$ cat src/rtl/puf_key_verifier.sv
// PUF key verifier: assembles a 64-bit key from 8 bytes, enrolls it as reference or
// reports its Hamming distance and match flag. Optional `PUF_FAILCNT_EN adds fail_count.
module puf_key_verifier #(
  parameter int NBYTES    = 8,
  parameter int HD_THRESH = 6,
  parameter int HD_W      = 7
) (
  input  logic                Clk,
  input  logic                Rst,
  input  logic                start,
  input  logic                enroll,
  input  logic                byte_valid,
  input  logic [7:0]          byte_data,
  output logic                busy,
  output logic                done,
  output logic                match,
  output logic [HD_W-1:0]     hd,
  output logic                enrolled,
  output logic [8*NBYTES-1:0] key
`ifdef PUF_FAILCNT_EN
  ,
  output logic [15:0]         fail_count
`endif
);

  localparam int KEY_W = 8 * NBYTES;
  localparam int IDX_W = $clog2(NBYTES);
  localparam logic [IDX_W-1:0] LAST   = IDX_W'(NBYTES - 1);
  localparam logic [HD_W-1:0]  HD_MAX = HD_W'(KEY_W);
  localparam logic [HD_W-1:0]  THRESH = HD_W'(HD_THRESH);

  typedef enum logic [1:0] {IDLE, CAPTURE, COMPARE, DONE} state_t;

  state_t                 state;
  logic [IDX_W-1:0]       idx;
  logic [IDX_W-1:0]       cmp_idx;
  logic                   mode_enroll;
  logic [KEY_W-1:0]       ref_key;
  logic [KEY_W-1:0]       key_next;
  logic [HD_W-1:0]        hd_acc;

  function automatic logic [3:0] popcount8(input logic [7:0] v);
    logic [3:0] c;
    c = '0;
    for (int i = 0; i < 8; i++) c = c + {3'b000, v[i]};
    return c;
  endfunction

  function automatic logic [HD_W-1:0] hd_add_sat(input logic [HD_W-1:0] a, input logic [3:0] b);
    logic [HD_W:0] s;
    s = {1'b0, a} + (HD_W+1)'(b);
    if (s > (HD_W+1)'(KEY_W)) return HD_MAX;
    return s[HD_W-1:0];
  endfunction

  // Key with the incoming byte merged, so the 8th byte is visible in the same edge
  always_comb begin
    key_next = key;
    key_next[8*idx +: 8] = byte_data;
  end

  assign hd_acc = hd_add_sat(hd, popcount8(key[8*cmp_idx +: 8] ^ ref_key[8*cmp_idx +: 8]));

  always_ff @(posedge Clk) begin
    if (Rst) begin
      state       <= IDLE;
      idx         <= '0;
      cmp_idx     <= '0;
      mode_enroll <= 1'b0;
      ref_key     <= '0;
      key         <= '0;
      busy        <= 1'b0;
      done        <= 1'b0;
      match       <= 1'b0;
      hd          <= '0;
      enrolled    <= 1'b0;
    end else begin
      done <= 1'b0;
      if (start) begin
        state       <= CAPTURE;
        busy        <= 1'b1;
        idx         <= '0;
        cmp_idx     <= '0;
        hd          <= '0;
        match       <= 1'b0;
        mode_enroll <= enroll;
      end else begin
        case (state)
          CAPTURE: begin
            if (byte_valid) begin
              key <= key_next;
              if (idx == LAST) begin
                idx <= '0;
                if (mode_enroll) begin
                  ref_key  <= key_next;
                  enrolled <= 1'b1;
                  hd       <= '0;
                  match    <= 1'b0;
                  state    <= DONE;
                  done     <= 1'b1;
                end else if (enrolled) begin
                  cmp_idx <= '0;
                  state   <= COMPARE;
                end else begin
                  hd    <= HD_MAX;
                  match <= 1'b0;
                  state <= DONE;
                  done  <= 1'b1;
                end
              end else begin
                idx <= idx + 1'b1;
              end
            end
          end
          COMPARE: begin
            hd <= hd_acc;
            if (cmp_idx == LAST) begin
              match <= (hd_acc <= THRESH);
              state <= DONE;
              done  <= 1'b1;
            end else begin
              cmp_idx <= cmp_idx + 1'b1;
            end
          end
          DONE: begin
            state <= IDLE;
            busy  <= 1'b0;
          end
          default: state <= IDLE;
        endcase
      end
    end
  end

`ifdef PUF_FAILCNT_EN
  logic fail_evt;

  // Counted on entry to DONE, i.e. whenever a verify result with match=0 is issued
  assign fail_evt = !start &&
                    ((state == CAPTURE && byte_valid && idx == LAST && !mode_enroll && !enrolled) ||
                     (state == COMPARE && cmp_idx == LAST && !(hd_acc <= THRESH)));

  always_ff @(posedge Clk) begin
    if (Rst) fail_count <= '0;
    else if (fail_evt && fail_count != 16'hFFFF) fail_count <= fail_count + 16'd1;
  end
`endif

  hd_bounded: assert property (@(posedge Clk) disable iff (Rst) hd <= HD_MAX);

endmodule

$ cat config.mk
export PLATFORM = sky130hd
export DESIGN_NAME = puf_key_verifier
export DESIGN_NICKNAME = d
export VERILOG_FILES = /design/src/rtl/puf_key_verifier.sv
export SDC_FILE = /design/constraint.sdc
export NUM_CORES = 1
export LEC_CHECK = 0
export ABC_AREA = 1
export CAP_MARGIN = 20
export CORE_ASPECT_RATIO = 0.5
export CORE_MARGIN = 3
export CORE_UTILIZATION = 45
export CTS_CLUSTER_DIAMETER = 60
export CTS_CLUSTER_SIZE = 24
export DETAILED_ROUTE_END_ITERATION = 16
export PLACE_DENSITY = 0.66
export SLEW_MARGIN = 25
export SYNTH_ARGS = -nofsm -noshare
export SYNTH_HDL_FRONTEND = slang
export SYNTH_SLANG_ARGS = --single-unit
$ cat constraint.sdc
create_clock -name Clk -period 5.16 [get_ports Clk]
set_clock_uncertainty 0.2 [all_clocks]
set_input_delay 1.032 -clock Clk [delete_from_list [all_inputs] [get_ports Clk]]
set_output_delay 1.032 -clock Clk [all_outputs]
set_load 0.1 [all_outputs]
==> results.md, run 1 <==
* Pwr Density at 310 mW/mm^2
* TNS Setup at 0 ns
* Share of layout cells above drive strength 1 at 0.0841
* CP Cell Sequence: inv_4, buf_4, a21oi_1, o21ai_0, nand3_1, nand2_2, xnor2_2, fa_1, fa_1, inv_1, fa_1, fa_2, fa_2, nand2_1, a21oi_1, nand3_1, nor2_1, nand3_1, nand2_2, nand2_1, nand3_1, a21oi_1
* Reg area at slightly below 0.003 mm^2
* Via count at a little over 8k
* Final hold viol count at 0
* Initial DRC count at about 800
* CTS sink cnt at about 150
* DIE WIDTH at 197 um
* Clock buffer depth at 2
* Cell class contributing the biggest share of worst-path delay: adder cells
* Power Total at 3.05 mW
* Synthesized area at 0.00823 mm^2
* CP Buf/Inv Count at 3
* Syn Nets at 1263
* Largest net degree at the start of global routing at around 90
* Startpoint Class: flip-flop
* All-Layer GR Usage at 0.260
* Cell Rows at 34
* Post-Synthesis Cells at about 1.2k
* MaxCap Viol Count at 0
* Top FF cell, synth: dfxtp_1
* Largest cells by area after synthesis: dfxtp_1 (36%), inv_1 (11%), a21oi_1 (11%), o21ai_0 (10%), nand2_1 (5.4%)
* Area leader, netlist: dfxtp_1
* Post-route ant nets at 0
* Detailed Place HPWL at 18500 um
* DRC errors left at 0
* Worst r2r dst: match$_SDFFE_PP0P_
* Global route overflow at 0
* Wire per inst at 17.1 um
* Crit path required time at about 5.3 ns
* Gpl congestion at 0.965
* Diodes inserted at 0
* Critical-path maximum fanout at 15
* Reg2reg setup slack at 0.25 ns
* Critical path's largest stage delay at 0.55 ns
* Final Slew Violations at 0
* CP Launch Point: cmp_idx[0]$_SDFFE_PP0P_
* Ys Warns at 0
* Routed wire length at 26200 um
* Die area at around 0.02 mm^2
* Commonest non-fill, non-tap cell in the layout: inv_1
* Worst Hold End: busy$_SDFFE_PP0P_
* Clk_lat worst skew at 0.44 ns
* Flops & latches, synth at 148
* Nets@finish at roughly 1.3k
* Clock slew at reported path FFs at 0.07 ns
* Max IR drop VDD at 230 uV
* # setup viols final at 0
* Reg-to-reg startpoint: cmp_idx[0]$_SDFFE_PP0P_
* Post-route cell area at 0.00984 mm^2
* Crit-path slowest cell: fa_1
* Finished Core Util at 0.557
* First-pass GRT wire length at 40200 um
* Num CTS Buffers at 17
* Worst Path Arrival at 5.01 ns
* Die height at roughly 100 um
* I/O pin cnt at between 80 and 90
* Mapped Avg Cell Area at around 6.7 um^2
* Worst Setup Slack, final at 0.248 ns
* Static Leakage at 4.56 nW
* Fraction of registers with async set or reset after synthesis at 0
* P&R area growth vs syn at 19.5%
* Final min period at ~4.9 ns
* Min-delay src: busy$_SDFFE_PP0P_
* Number of synthesized flops with an enable pin at 0
* Hold Path Cell Cnt at 2
* Multi-input gate area at 0.00397 mm^2
* Initial core utilization at 0.466
* Placed cell count at 1495
* CP Class: flip-flop to flip-flop
* Vias in the first global route at 7287
* Finished Layout Cells at 1530
* Core outline area at 0.0177 mm^2
* Slew @ Worst Pin at 1.10 ns
* Max Fclk at ~200 MHz
* Outcome: completed
* Reg2Reg Depth at 22
* Slew HR at 0.265
* Sequential share of the synthesized area at 0.360
* Pre-CTS WS at 0.0396 ns
* DR pass1 iterations at 5
* Hold WC Path Type: flip-flop to flip-flop
* Post-CTS Hold Fix Bufs at 0
* Fillers at 1710
* Drt via density at 5.30
* Antenna violations before repair at 0
* Commonest cells after routing, fill and taps aside: inv_1 (236), a21oi_1 (175), o21ai_0 (165), dfxtp_1 (142), nand2_1 (117)
* Top cell type's share of synthesized area at 0.360
* Clock Root Buffer: clkbuf_16
* Worst Hold Slack at 0.268 ns
* CTS H-tree depth at 4
* Most used cell, CP: nand3_1
* Crit share post-route at 0.952
* DP Area at 0.00917 mm^2
* Synth cell types at 36
* Setup crit end kind: flip-flop
* CTS tree: done
* I/O Buffers at 87
## area by class of cell
class | count | area share
Inverter | 246 | 0.0943
Sequential cell | 148 | 0.302
Clock buffer | 17 | 0.0432
Timing Repair Buffer | 107 | 0.113
Clock inverter | 15 | 0.0145
Tap cell | 234 | 0.0298
Multi-Input combinational cell | 763 | 0.403
## state kept, by name (all words and copies together) (netlist names)
register,flops
mode_enroll,1
busy,1
key,64
idx,3
enrolled,1
state,2
cmp_idx,3
ref_key,64
done,1
hd,7
match,1
## cells in the mapped netlist, types with 13 or more instances
master    instances
nor2_1          111
nand3_1          24
inv_1           237
o21ai_0         168
clkbuf_1         31
nand2_1         118
ha_1             15
o21ai_1          75
dfxtp_1         148
a31oi_1          13
buf_2            21
a21oi_1         175
## power by group
group	internal, mW	total [mW]	switching, mW
Sequential	1.17	1.19	0.0261
Combinational	0.180	0.610	0.429
Clock	0.676	1.24	0.568
Total	2.02	3.05	1.02
## what timing repair did
action / CTS / global route
gates resized for setup: 0 / 17
setup buffers: 0 / 1
setup endpoints to repair: 0 / 8
endpoints found under the hold margin: 0 / 0
## worst register-to-register path, cell delays in order (launching register included)
cell	delay (ns)
dfxtp_4	0.38
inv_4	0.08
buf_4	0.18
a21oi_1	0.16
o21ai_0	0.11
nand3_1	0.17
nand2_2	0.09
xnor2_2	0.15
fa_1	0.51
fa_1	0.55
inv_1	0.05
fa_1	0.49
fa_2	0.40
fa_2	0.55
nand2_1	0.05
a21oi_1	0.11
nand3_1	0.08
nor2_1	0.09
nand3_1	0.08
nand2_2	0.10
nand2_1	0.05
nand3_1	0.07
a21oi_1	0.06
## kinds of logic (layout without fill, tap and decap cells)
family                   count (synthesis)  after routing  synth area share
AND/OR/NAND/NOR                        279            279             0.146
flip-flops                             148            148             0.360
buffers and inverters                  319            385             0.162
XOR/XNOR                                 9              9           0.00957
AO/OA/AOI/OAI                          455            455             0.287
adder cells (fa/ha/maj)                 20             20            0.0349
## metal layers
metal | part of all wire | up-vias | global-route usage
met1 | 0.47 | 3717 | 0.365
met3 | 0.088 | 35 | 0.0748
met5 | 0 | - | 0
met2 | 0.42 | 305 | 0.391
li1 | - | 4058 | -
met4 | 0.017 | 0 | 0.0771
## worst max path at each step
stage	cells past startpoint	to
after floorplan	21	match$_SDFFE_PP0P_
after global placement	22	match$_SDFFE_PP0P_
after detailed placement	22	match$_SDFFE_PP0P_
after CTS	22	match$_SDFFE_PP0P_
after global routing	20	match$_SDFFE_PP0P_
final	22	match$_SDFFE_PP0P_
(Power assumes the default switching activity.)
==> run 2: changes to the inputs <==
--- a/config.mk
+++ b/config.mk
@@ -10,7 +10,6 @@
 export CORE_ASPECT_RATIO = 0.5
 export CORE_MARGIN = 3
 export CORE_UTILIZATION = 45
-export CTS_CLUSTER_DIAMETER = 60
 export CTS_CLUSTER_SIZE = 24
 export DETAILED_ROUTE_END_ITERATION = 16
 export PLACE_DENSITY = 0.66
==> results of run 2 <==
Same layout as run 1: the final DEF is identical, and so are final timing and power.
